===== src/rtl/pipe_hazard_ctrl_pkg.sv =====
// Shared types for the pipeline hazard sequencer: FSM states,
// the zero-register index and the per-stage write/flush bundle.
package pipe_pkg;

    typedef enum logic [1:0] {
        RUN   = 2'd0,
        MWAIT = 2'd1,
        TRAP  = 2'd2
    } state_t;

    localparam logic [4:0] REG_ZERO = 5'd0;

    typedef struct packed {
        logic pc_wr;
        logic ifid_wr;
        logic ifid_flush;
        logic idex_wr;
        logic idex_flush;
        logic exmem_wr;
        logic memwb_wr;
        logic memwb_flush;
    } stage_ctrl_t;

    localparam stage_ctrl_t CTRL_ADVANCE = '{
        pc_wr:       1'b1,
        ifid_wr:     1'b1,
        ifid_flush:  1'b0,
        idex_wr:     1'b1,
        idex_flush:  1'b0,
        exmem_wr:    1'b1,
        memwb_wr:    1'b1,
        memwb_flush: 1'b0
    };

endpackage


===== src/rtl/pipe_hazard_ctrl_if.sv =====
// Datapath <-> hazard sequencer bundle: hazard inputs from ID/EX/MEM,
// stage-register enables and bubble strobes back to the datapath.
interface pipe_hazard_if;

    logic [4:0] id_rs;
    logic [4:0] id_rt;
    logic       id_use_rs;
    logic       id_use_rt;
    logic       ex_memread;
    logic [4:0] ex_dst;
    logic       ex_br_taken;
    logic       mem_req;
    logic       mem_ready;

    logic       pc_wr;
    logic       ifid_wr;
    logic       ifid_flush;
    logic       idex_wr;
    logic       idex_flush;
    logic       exmem_wr;
    logic       memwb_wr;
    logic       memwb_flush;
    logic       mem_trap;

    modport master (
        output id_rs, id_rt, id_use_rs, id_use_rt,
        output ex_memread, ex_dst, ex_br_taken,
        output mem_req, mem_ready,
        input  pc_wr, ifid_wr, ifid_flush,
        input  idex_wr, idex_flush, exmem_wr,
        input  memwb_wr, memwb_flush, mem_trap
    );

    modport slave (
        input  id_rs, id_rt, id_use_rs, id_use_rt,
        input  ex_memread, ex_dst, ex_br_taken,
        input  mem_req, mem_ready,
        output pc_wr, ifid_wr, ifid_flush,
        output idex_wr, idex_flush, exmem_wr,
        output memwb_wr, memwb_flush, mem_trap
    );

endinterface


===== src/rtl/pipe_hazard_ctrl_hazard_detect.sv =====
// Combinational load-use compare between the ID sources and the EX load
// destination; also usable by the forwarding unit.
module hazard_detect
    import pipe_pkg::*;
(
    input  logic [4:0] id_rs,
    input  logic [4:0] id_rt,
    input  logic       id_use_rs,
    input  logic       id_use_rt,
    input  logic       ex_memread,
    input  logic [4:0] ex_dst,
    output logic       load_use
);

    logic rs_hit;
    logic rt_hit;

    assign rs_hit   = id_use_rs && (id_rs == ex_dst);
    assign rt_hit   = id_use_rt && (id_rt == ex_dst);
    assign load_use = ex_memread && (ex_dst != REG_ZERO) && (rs_hit || rt_hit);

endmodule


===== src/rtl/pipe_hazard_ctrl.sv =====
// Pipeline hazard sequencer: stage enables/bubbles, dmem wait FSM, timeout trap.
// Optional PIPE_PERF_CNT_EN adds stall_cycles / flush_events counters.
module pipe_hazard_ctrl
    import pipe_pkg::*;
#(
    parameter int MEM_TIMEOUT = 16,
    parameter int CNT_W       = 5
) (
    input  logic          clk,
    input  logic          rst,
`ifdef PIPE_PERF_CNT_EN
    output logic [31:0]   stall_cycles,
    output logic [31:0]   flush_events,
`endif
    pipe_hazard_if.slave  hz
);

    localparam logic [CNT_W-1:0] CNT_MAX = CNT_W'(MEM_TIMEOUT);

    state_t           state;
    state_t           state_n;
    logic [CNT_W-1:0] wait_cnt;
    logic [CNT_W-1:0] wait_cnt_n;
    logic             mem_wait;
    logic             load_use;
    stage_ctrl_t      ctrl;

    hazard_detect u_hazard_detect (
        .id_rs      (hz.id_rs),
        .id_rt      (hz.id_rt),
        .id_use_rs  (hz.id_use_rs),
        .id_use_rt  (hz.id_use_rt),
        .ex_memread (hz.ex_memread),
        .ex_dst     (hz.ex_dst),
        .load_use   (load_use)
    );

    always_ff @(posedge clk) begin
        if (!rst) begin
            state    <= RUN;
            wait_cnt <= '0;
        end else begin
            state    <= state_n;
            wait_cnt <= wait_cnt_n;
        end
    end

    always_comb begin
        state_n    = state;
        wait_cnt_n = wait_cnt;
        mem_wait   = 1'b0;
        unique case (state)
            RUN: begin
                if (hz.mem_req && !hz.mem_ready) begin
                    state_n    = MWAIT;
                    wait_cnt_n = CNT_W'(1);
                    mem_wait   = 1'b1;
                end
            end
            MWAIT: begin
                if (hz.mem_ready) begin
                    state_n    = RUN;
                    wait_cnt_n = '0;
                end else begin
                    wait_cnt_n = wait_cnt + CNT_W'(1);
                    mem_wait   = 1'b1;
                    if (wait_cnt_n == CNT_MAX) state_n = TRAP;
                end
            end
            TRAP: begin
                state_n = TRAP;
            end
            default: begin
                state_n    = RUN;
                wait_cnt_n = '0;
            end
        endcase
    end

    // Priority: trap > mem wait > taken branch > load-use.
    always_comb begin
        ctrl = CTRL_ADVANCE;
        if (state == TRAP) begin
            ctrl = '0;
        end else if (mem_wait) begin
            ctrl             = '0;
            ctrl.memwb_wr    = 1'b1;
            ctrl.memwb_flush = 1'b1;
        end else if (hz.ex_br_taken) begin
            ctrl.ifid_flush = 1'b1;
            ctrl.idex_flush = 1'b1;
        end else if (load_use) begin
            ctrl.pc_wr      = 1'b0;
            ctrl.ifid_wr    = 1'b0;
            ctrl.idex_flush = 1'b1;
        end
    end

    assign hz.pc_wr       = ctrl.pc_wr;
    assign hz.ifid_wr     = ctrl.ifid_wr;
    assign hz.ifid_flush  = ctrl.ifid_flush;
    assign hz.idex_wr     = ctrl.idex_wr;
    assign hz.idex_flush  = ctrl.idex_flush;
    assign hz.exmem_wr    = ctrl.exmem_wr;
    assign hz.memwb_wr    = ctrl.memwb_wr;
    assign hz.memwb_flush = ctrl.memwb_flush;
    assign hz.mem_trap    = (state == TRAP);

`ifdef PIPE_PERF_CNT_EN
    always_ff @(posedge clk) begin
        if (!rst) begin
            stall_cycles <= '0;
            flush_events <= '0;
        end else begin
            if (!ctrl.pc_wr && (state != TRAP))
                stall_cycles <= stall_cycles + 32'd1;
            if (ctrl.ifid_flush)
                flush_events <= flush_events + 32'd1;
        end
    end
`endif

endmodule


===== src/flat_wrapper.sv =====
// flat-port wrapper written by rule: the top's interface ports become plain ports
module pipe_hazard_ctrl_flat import pipe_pkg::*;
#(
    parameter int MEM_TIMEOUT = 16,
    parameter int CNT_W       = 5
)
  (clk, rst, hz_id_rs, hz_id_rt, hz_id_use_rs, hz_id_use_rt, hz_ex_memread, hz_ex_dst, hz_ex_br_taken, hz_mem_req, hz_mem_ready, hz_pc_wr, hz_ifid_wr, hz_ifid_flush, hz_idex_wr, hz_idex_flush, hz_exmem_wr, hz_memwb_wr, hz_memwb_flush, hz_mem_trap);
  pipe_hazard_if hz_i ();
  input  logic clk;
  input  logic rst;
  input wire logic [$bits(hz_i.id_rs)-1:0] hz_id_rs;
  input wire logic [$bits(hz_i.id_rt)-1:0] hz_id_rt;
  input wire logic [$bits(hz_i.id_use_rs)-1:0] hz_id_use_rs;
  input wire logic [$bits(hz_i.id_use_rt)-1:0] hz_id_use_rt;
  input wire logic [$bits(hz_i.ex_memread)-1:0] hz_ex_memread;
  input wire logic [$bits(hz_i.ex_dst)-1:0] hz_ex_dst;
  input wire logic [$bits(hz_i.ex_br_taken)-1:0] hz_ex_br_taken;
  input wire logic [$bits(hz_i.mem_req)-1:0] hz_mem_req;
  input wire logic [$bits(hz_i.mem_ready)-1:0] hz_mem_ready;
  output wire logic [$bits(hz_i.pc_wr)-1:0] hz_pc_wr;
  output wire logic [$bits(hz_i.ifid_wr)-1:0] hz_ifid_wr;
  output wire logic [$bits(hz_i.ifid_flush)-1:0] hz_ifid_flush;
  output wire logic [$bits(hz_i.idex_wr)-1:0] hz_idex_wr;
  output wire logic [$bits(hz_i.idex_flush)-1:0] hz_idex_flush;
  output wire logic [$bits(hz_i.exmem_wr)-1:0] hz_exmem_wr;
  output wire logic [$bits(hz_i.memwb_wr)-1:0] hz_memwb_wr;
  output wire logic [$bits(hz_i.memwb_flush)-1:0] hz_memwb_flush;
  output wire logic [$bits(hz_i.mem_trap)-1:0] hz_mem_trap;
  assign hz_i.id_rs = hz_id_rs;
  assign hz_i.id_rt = hz_id_rt;
  assign hz_i.id_use_rs = hz_id_use_rs;
  assign hz_i.id_use_rt = hz_id_use_rt;
  assign hz_i.ex_memread = hz_ex_memread;
  assign hz_i.ex_dst = hz_ex_dst;
  assign hz_i.ex_br_taken = hz_ex_br_taken;
  assign hz_i.mem_req = hz_mem_req;
  assign hz_i.mem_ready = hz_mem_ready;
  assign hz_pc_wr = hz_i.pc_wr;
  assign hz_ifid_wr = hz_i.ifid_wr;
  assign hz_ifid_flush = hz_i.ifid_flush;
  assign hz_idex_wr = hz_i.idex_wr;
  assign hz_idex_flush = hz_i.idex_flush;
  assign hz_exmem_wr = hz_i.exmem_wr;
  assign hz_memwb_wr = hz_i.memwb_wr;
  assign hz_memwb_flush = hz_i.memwb_flush;
  assign hz_mem_trap = hz_i.mem_trap;
  pipe_hazard_ctrl #(.MEM_TIMEOUT(MEM_TIMEOUT), .CNT_W(CNT_W)) u_core (.clk(clk), .rst(rst), .hz(hz_i));
endmodule

===== config.mk =====
export PLATFORM = sky130hd
export DESIGN_NAME = pipe_hazard_ctrl_flat
export DESIGN_NICKNAME = d
export VERILOG_FILES = /design/src/rtl/pipe_hazard_ctrl_pkg.sv /design/src/rtl/pipe_hazard_ctrl_if.sv /design/src/rtl/pipe_hazard_ctrl_hazard_detect.sv /design/src/rtl/pipe_hazard_ctrl.sv /design/src/flat_wrapper.sv
export SDC_FILE = /design/constraint.sdc
export NUM_CORES = 1
export LEC_CHECK = 0
export CORE_MARGIN = 2
export CORE_UTILIZATION = 37
export CTS_CLUSTER_SIZE = 25
export DETAILED_ROUTE_END_ITERATION = 7
export HOLD_SLACK_MARGIN = 0.15
export PLACE_DENSITY = 0.78
export SYNTH_ARGS = -nofsm -noshare
export SYNTH_HDL_FRONTEND = slang
export SYNTH_SLANG_ARGS = --single-unit

===== constraint.sdc =====
create_clock -name clk -period 2 [get_ports clk]
set_input_delay 0.4 -clock clk [delete_from_list [all_inputs] [get_ports clk]]
set_output_delay 0.4 -clock clk [all_outputs]
set_load 0.02 [all_outputs]

; Word-level counts from Yosys, hierarchy flattened
; Cells that the tools add are included.
[word_totals]
register_bits = 7
input_bits = 23
output_inout_bits = 9
elab_cells = 42
[op_classes]
addsub = 1
n_eq_ne = 7
n_mux = 20
bitwise_logic = 1
reduce_logical = 11
[op_table]
columns = cell, n
row1 = 5-bit one-hot mux with 3 select lines, 1
row2 = 5-bit equality test, 2
row3 = 2-bit two-way mux, 5
row4 = 5-bit two-way mux, 2
row5 = 8-bit two-way mux, 1
row6 = 1-bit two-way mux, 7
row7 = 3-bit two-way mux, 2
row8 = 2-bit one-hot mux with 3 select lines, 1
row9 = "5-bit by 1-bit adder with 5-bit output, second input constant", 1
row10 = "5-bit equality test, second input constant", 1
row11 = 1-bit logical AND, 5
row12 = 5-bit nonzero test, 1
row13 = 2-bit AND reduction, 2
row14 = "3-bit by 2-bit inequality test with 1-bit output, second input constant", 1
row15 = "2-bit by 1-bit equality test with 1-bit output, second input constant", 1
row16 = "2-bit equality test, second input constant", 1
row17 = 2-bit logical NOT, 1
row18 = "2-bit by 1-bit inequality test with 1-bit output, second input constant", 1
row19 = 1-bit one-hot mux with 2 select lines, 1
row20 = 1-bit logical NOT, 1
row21 = 1-bit logical OR, 1
row22 = 1-bit NOT, 1

; Longest topological paths before layout
; Gate-level depths: netlist (run 1).
[depth]
word_depth = 8
depth_mapped = 5
depth_no_buf = 5

; Modules after synthesis
; Synthesis (run 1) repeated with hierarchy kept, for this count alone.
[unflattened]
hier_cells = 72
area_unflattened_um2 = 556.8
[by_module_without_submodules]
columns = module, n_inst, cells_each, area_per_inst_um2
row1 = pipe_hazard_ctrl, 1, 55, 422.9
row2 = hazard_detect, 1, 17, 133.9

; Worst setup path before layout (run 1)
; Ideal clock, no wire load.
[synth_path]
kind = flip-flop to output port
from = register u_core.state[0]
to = output hz_pc_wr
arrival_ns = 1.654
required_ns = 1.600
slack_ns = -0.054
path_stages_with_launch = 6
path_buffers = 2
path_cell_list = dfxtp_1 > buf_6 > or2_4 > a21oi_1 > o31a_1 > buf_4
[synth_via]
elab_chain_cells = 4
elab_cells_between_ends = 6
cone_classes = eq/ne (2) / mux (3) / reduce/logical (1)
[synth_rtl]
columns = item, line
row1 = from (decl), pipe_hazard_ctrl.sv:20  ; state_t state;
row2 = from (signal assigned), pipe_hazard_ctrl.sv:43  ; state <= state_n;
row3 = 2-bit by 1-bit equality test with 1-bit output or 2-bit logical NOT (tied branches), pipe_hazard_ctrl.sv:52  ; unique case (state)
row4 = 1-bit one-hot mux with 2 select lines, pipe_hazard_ctrl.sv:52
row5 = 3-bit two-way mux, pipe_hazard_ctrl.sv:85  ; end else if (mem_wait) begin
row6 = 8-bit two-way mux (*), pipe_hazard_ctrl.sv:83  ; if (state == TRAP) begin
row7 = to (decl), flat_wrapper.sv:20  ; output wire logic [$bits(hz_i.pc_wr)-1:0] hz_pc_wr;
; Every way passes the cells marked *; elsewhere a longest branch is shown, timed or not.

; Worst setup path in the final report (run 1)
[layout_path]
from = register u_core.state[0]
to = output hz_idex_flush
[layout_via]
elab_chain_cells = 4
elab_cells_between_ends = 6
cone_classes = eq/ne (2) / mux (3) / reduce/logical (1)
[layout_rtl]
columns = item, line
row1 = 2-bit by 1-bit equality test with 1-bit output or 2-bit logical NOT (tied branches), pipe_hazard_ctrl.sv:52
row2 = 1-bit one-hot mux with 2 select lines, pipe_hazard_ctrl.sv:52
row3 = 1-bit two-way mux, pipe_hazard_ctrl.sv:85
row4 = 8-bit two-way mux (*), pipe_hazard_ctrl.sv:83
row5 = to (decl), flat_wrapper.sv:24  ; output wire logic [$bits(hz_i.idex_flush)-1:0] hz_idex_flush;
; Marks and branches as above.

==> summary.md, run 1 <==
| Metric | Value |
|---|---|
| Initial antenna violation count | 0 |
| Post-Syn Area per Cell | about 8.3 sq um |
| CP top delay family | simple AND/OR/NAND/NOR gates |
| Max-slew violation count | 0 |
| Initial core utilization | 0.382 |
| Most numerous cell in the Yosys netlist | xor2_1 |
| Startpoint Class | register |
| Die Area | 1850 sq um |
| RePlAce Congestion | between 0.8 and 0.9 |
| Nets | roughly 140 |
| Crit path arrival time | 1.58 ns |
| Core area | 1470 sq um |
| Port Buf Inserts | 31 |
| Clock Tree Buf Depth | 2 |
| Die width | 43.0 um |
| Clock slew seen by the registers of the worst setup and hold paths | approximately 0.050 ns |
| Layout cells sized above 1 | 0.367 |
| FMAX | approximately 0.51 GHz |
| Vias in the first global route | approximately 670 |
| Place WS | -0.793 ns |
| Leading area contributor after synthesis | dfxtp_1 |
| Status | complete, no violations |
| Post-DP HPWL | 1160 um |
| Crit Path Max Fanout | 3 |
| TritonRoute pass-1 iters | 4 |
| Clock H-tree levels | 1 |
| Mapped Cells | 68 |
| Synth Cell Area | 562 sq um |
| Post-synth top area share | 0.249 |
| Final std cells w/o fill | between 100 and 150 |
| Cell leakage power | around 0.42 nW |
| Slew HR | 0.838 |
| Vias per cell | ~5 |
| DRT antenna net count | 0 |
| Hold crit path type | reg2reg |
| Top FF cell, synth | dfxtp_1 |
| Final hold vios | 0 |
| Num rows | 14 |
| Worst skew pair latency | 0.26 ns |
| Worst vdd ir | 0.185 mV |
| Min Tclk post-route | a little under 2 ns |
| Buf+Inv Stages, Crit Path | 1 |
| Area Overhead vs Synth | 69.5% |
| Post-Syn Nets | 93 |
| Ports | 32 |
| Sequential fraction of the synthesis area | 0.249 |
| Clock Skews | 0.00182 ns |
| Final setup viols | 0 |
| Routed WL per cell | ~13 um |
| RSZ-0062 raised after global routing | yes |
| Total Wirelength | 1600 um |
| Max incr delay on CP | between 0.3 and 0.4 ns |
| Root buffer cell | clkbuf_4 |
| Number of synthesized register bits | 7 |
| Synth top area cells | dfxtp_1 25%, xor2_1 16%, and2_1 6.7%, nand2_1 4.7%, xnor2_1 4.7% |
| Initial DRC Count | 11 |
| Worst hold slack | 0.638 ns |
| Slew @ Worst Pin | roughly 0.24 ns |
| Post-synth EDFFs | 0 |
| CTS tree | built |
| Setup ws final | between 0.02 and 0.025 ns |
| Residual DRC count | 0 |
| Synth top cells by count | 10 x xor2_1, 7 x dfxtp_1, 7 x nand2_1, 6 x and2_1, 5 x nand3_1 |
| TritonCTS Sinks | 7 |
| Vias | 627 |
| Cts bufs inserted | 3 |
| Largest net degree at the start of global routing | 9 |
| Layout fillers | around 130 |
| Async set or reset register ratio after synthesis | 0 |
| Die Ht | 43.0 um |
| Pwr Density | approximately 440 nW/um^2 |
| Global-route wire length before repair | 2690 um |
| CP Data Required Time | between 1.5 and 2 ns |
| All-Layer GR Usage | 0.194 |
| CP cell instances | or2_4 -> and2_4 -> or3_4 -> o21bai_4 -> buf_6 |
| Inst Count DP | between 100 and 150 |
| YS warnings | 0 |
| Crit Path Class | reg2out |
| Count of cell types in the netlist | 28 |
| Total grt overflow | 0 |
| Max-cap violations | 0 |
| ANT cells | 0 |
| CP Capture Type | output pin |
| Slowest cell on crit path | or3_4 |
| Final critical-path share of the clock period | 0.990 |
| CTS Hold Bufs | 0 |
[cells in the final DEF, fill, tap and decap left out, drive strengths merged, types with 2 or more instances in the layout]
cell type	count
ha	2
or3b	2
clkbuf	7
dfxtp	7
dlygate4sd2	4
o22ai	3
xor2	10
nand2	7
and2	8
clkdlybuf4s50	7
nand3	5
xnor2	3
o21ai	4
clkdlybuf4s15	4
inv	2
buf	21
nor4	2
[worst paths after layout]
check	from	to	slack (ns)	cells after the start
worst max-delay path	u_core.state[0]	hz_idex_flush	0.02	5
worst min-delay path	u_core.wait_cnt[4]	u_core.wait_cnt[4]	0.64	3
worst max register to register	u_core.wait_cnt[0]	u_core.state[0]	0.43	5
worst min register to register	u_core.wait_cnt[4]	u_core.wait_cnt[4]	0.64	3
[per-layer routing]
layer,track usage,wire length [um]
met3,0.0468,148
met2,0.339,821
met1,0.216,602
met4,0.0970,26
met5,0,0
[state kept, by name, indices dropped and copies added (netlist names)]
register / flops
u_core.wait_cnt: 5
u_core.state: 2
[worst min-delay path, delay by kind of cell (launching register included)]
family / cells / cell delay, ns
flops: 1 / 0.32
compound gates: 1 / 0.07
simple gates: 2 / 0.21
[timing repair]
action	in CTS	in global routing
pin swaps	12	6
setup endpoints to repair	7	4
resized for setup	72	13
endpoints found under the hold margin	0	0
buffers inserted	1	0
[power by group]
part           internal [mW]  switching, mW
clock                 0.0764         0.0560
sequential             0.143        0.00260
combinational         0.0777         0.0621
[through the flow]
step                      utilization  instance area, sq um  power (mW)   TNS, ns
final                           0.647                   952       0.417         0
after detailed placement        0.632                   930       0.290     -4.15
after global placement          0.632                   930       0.288     -4.08
after global routing            0.647                   952       0.443   -0.0548
after floorplan                     -                   566       0.207         0
after CTS                       0.641                   943       0.416  -0.00517
[kinds of logic (layout without fill, tap and decap cells)]
logic type / count (synthesis) / count (layout) / synth area share
buffers and inverters: 5 / 46 / 0.0601
DFF: 7 / 7 / 0.249
AOI/OAI and AO/OA: 11 / 11 / 0.129
xor gates and xnor gates: 13 / 13 / 0.203
adders and majority gates: 2 / 2 / 0.0445
and+or+nand+nor: 30 / 30 / 0.314
[cell type report]
cell class	instances	area, sq um	area share
clock buffer	4	26.3	0.0276
inverter	2	7.51	0.00788
multi-input combinational	56	428	0.449
sequential	7	141	0.148
tap	16	20.0	0.0210
timing repair buffer	40	329	0.346
No activity file was read; power rests on OpenSTA's default activity.
==> run 2: changes to the inputs <==
--- a/config.mk
+++ b/config.mk
@@ -9,7 +9,7 @@
 export CORE_UTILIZATION = 37
 export CTS_CLUSTER_SIZE = 25
 export DETAILED_ROUTE_END_ITERATION = 7
-export HOLD_SLACK_MARGIN = 0.15
+export HOLD_SLACK_MARGIN = 0.05
 export PLACE_DENSITY = 0.78
 export SYNTH_ARGS = -nofsm -noshare
 export SYNTH_HDL_FRONTEND = slang
==> results of run 2 <==
Final layout, timing and power as in run 1 (identical DEF).
==> run 3: changes to the inputs <==
--- a/config.mk
+++ b/config.mk
@@ -10,7 +10,9 @@
 export CTS_CLUSTER_SIZE = 25
 export DETAILED_ROUTE_END_ITERATION = 7
 export HOLD_SLACK_MARGIN = 0.05
-export PLACE_DENSITY = 0.78
+export PLACE_DENSITY_LB_ADDON = 0.25
+export RECOVER_POWER = 50
+export SETUP_SLACK_MARGIN = 0.2
 export SYNTH_ARGS = -nofsm -noshare
 export SYNTH_HDL_FRONTEND = slang
 export SYNTH_SLANG_ARGS = --single-unit
==> run 3 against run 2 <==
  * Wire length fell by 3.3%
  * Fmax fell by 0.16%
  * Sequential power barely moved
  * Critical path type unchanged
==> summary.md, run 3 (synthesized netlist as in run 1, its figures left out) <==
| Metric | Value |
|---|---|
| Nets | between 100 and 150 |
| Crit Path Max Fanout | 3 |
| Die Ht | 43.0 um |
| TritonRoute pass-1 iters | 2 |
| Final setup viols | 0 |
| Initial core utilization | 0.382 |
| RePlAce Congestion | roughly 0.8 |
| Initial antenna violation count | 0 |
| Highest-count cells in the layout ignoring fill and taps | 13 x buf_6, 10 x buf_4, 9 x xor2_1 |
| All-Layer GR Usage | 0.180 |
| Routed WL per cell | ~12 um |
| Worst skew pair latency | roughly 0.25 ns |
| Final hold vios | 0 |
| FMAX | 0.504 GHz |
| Die Area | around 1800 sq um |
| Root buffer cell | clkbuf_4 |
| Core area | between 1000 and 1500 sq um |
| Final Cell Area | around 1000 sq um |
| Worst hold slack | around 0.62 ns |
| DRT antenna net count | 0 |
| CTS tree | built |
| Worst hold endpoint | u_core.wait_cnt[4] |
| Num rows | 14 |
| Reg2reg end | u_core.state[0] |
| ANT cells | 0 |
| CP Data Required Time | 1.60 ns |
| Min Tclk post-route | about 2.0 ns |
| Clock Tree Buf Depth | 2 |
| TritonCTS Sinks | 7 |
| Clock slew seen by the registers of the worst setup and hold paths | around 0.050 ns |
| Commonest non-fill, non-tap cell in the layout | buf_6 |
| Slew @ Worst Pin | between 0.2 and 0.25 ns |
| Worst vdd ir | between 0.3 and 0.4 mV |
| Crit Path Class | reg2out |
| Final critical-path share of the clock period | 0.991 |
| Post-DP HPWL | between 1000 and 1500 um |
| Ports | 32 |
| Largest net degree at the start of global routing | 9 |
| Total Wirelength | roughly 1500 um |
| Port Buf Inserts | 31 |
| Cell leakage power | around 0.45 nW |
| Max-cap violations | 0 |
| Max-slew violation count | 0 |
| Largest register by flop count | u_core.wait_cnt |
| CTS Hold Bufs | 0 |
| Cell count of the worst reg-to-reg path | 5 |
| Cts bufs inserted | 3 |
| Top flop regs | u_core.wait_cnt x5, u_core.state x2 |
| Clock H-tree levels | 1 |
| Launching point of the worst reg2reg path | u_core.wait_cnt[0] |
| Min-delay src | u_core.wait_cnt[4] |
| Die width | ~43 um |
| Hold crit path type | reg2reg |
| Initial DRC Count | 12 |
| Max reg flops | 5 |
| Pwr Density | about 420 nW/um^2 |
| Inst Count DP | 122 |
| Global-route wire length before repair | ~2500 um |
| Residual DRC count | 0 |
| Startpoint Class | register |
| Placed inst area | 952 sq um |
| Layout cells sized above 1 | 0.416 |
| Post-Route Utilization | 0.690 |
| Slew HR | 0.843 |
| Total grt overflow | 0 |
| Final std cells w/o fill | 129 |
| Reg2reg setup slack | 0.48 ns |
| Clock Skews | ~0.00026 ns |
| Vias | 610 |
| Final Power | 0.427 mW |
| Vias per cell | about 4.7 |
| Worst Hold Depth | 3 |
| Vias in the first global route | approximately 630 |
| Area Overhead vs Synth | 80.6% |
| Status | complete, no violations |
| Crit path arrival time | roughly 1.6 ns |
| CP Capture Type | output pin |
| RSZ-0062 raised after global routing | yes |
-- run 3: cell types whose count changed in the layout (fill, tap and decap cells not counted), sizes merged --
cell           before  now
clkdlybuf4s50       7    5
clkdlybuf4s15       4    2
buf                21   30
clkbuf              7    6
-- run 3: per-layer routing --
metal	up-vias	part of all wire	global-route usage
met1	268	0.40	0.194
met5	-	0	0
met2	15	0.54	0.315
li1	325	-	-
met4	0	0.0084	0.0667
met3	2	0.046	0.0681
-- run 3: where the power goes --
group	internal, mW	switching, mW	total [mW]	leakage [nW]
clock	0.0758	0.0477	0.124	0.0150
sequential	0.143	0.00263	0.145	0.0568
combinational	0.0928	0.0652	0.158	0.379
total	0.311	0.116	0.427	0.450
-- run 3: timing repair --
action / in CTS / in global routing
endpoints found under the setup margin: 9 / 7
pin swaps: 16 / 10
resized for setup: 96 / 11
endpoints found under the hold margin: 0 / 0
setup buffers: 1 / 2
-- run 3: critical path: stages, from the launching register on --
cell and delay (ns):
dfxtp_1 0.32, or2_4 0.26, and2_4 0.14, or3_4 0.37, o21bai_4 0.12, buf_6 0.13
-- run 3: stage by stage --
| step | setup TNS (ns) | setup slack, ns |
|---|---|---|
| after floorplan | 0 | 0.0845 |
| after global placement | -4.01 | -0.769 |
| after detailed placement | -4.16 | -0.818 |
| after CTS | -0.0245 | -0.0178 |
| after global routing | -0.0773 | -0.0306 |
| final | 0 | 0.0176 |
-- run 3: worst max-delay path by stage --
| stage | from | to | slack, ns |
|---|---|---|---|
| finish | u_core.state[0] | hz_idex_flush | 0.02 |
| global route | u_core.state[0] | hz_idex_flush | -0.03 |
| CTS | u_core.state[0] | hz_idex_flush | -0.02 |
| detailed placement | hz_ex_dst[1] | hz_ifid_wr | -0.82 |
| global placement | hz_ex_dst[2] | hz_ifid_wr | -0.77 |
| floorplan | hz_ex_dst[3] | hz_pc_wr | 0.08 |
-- run 3: layout make-up --
cell class	instances	area [sq um]
multi-input combinational	56	437
fill	133	457
inverter	2	7.51
timing repair buffer	44	384
tap	16	20.0
sequential	7	140
clock buffer	4	26.3
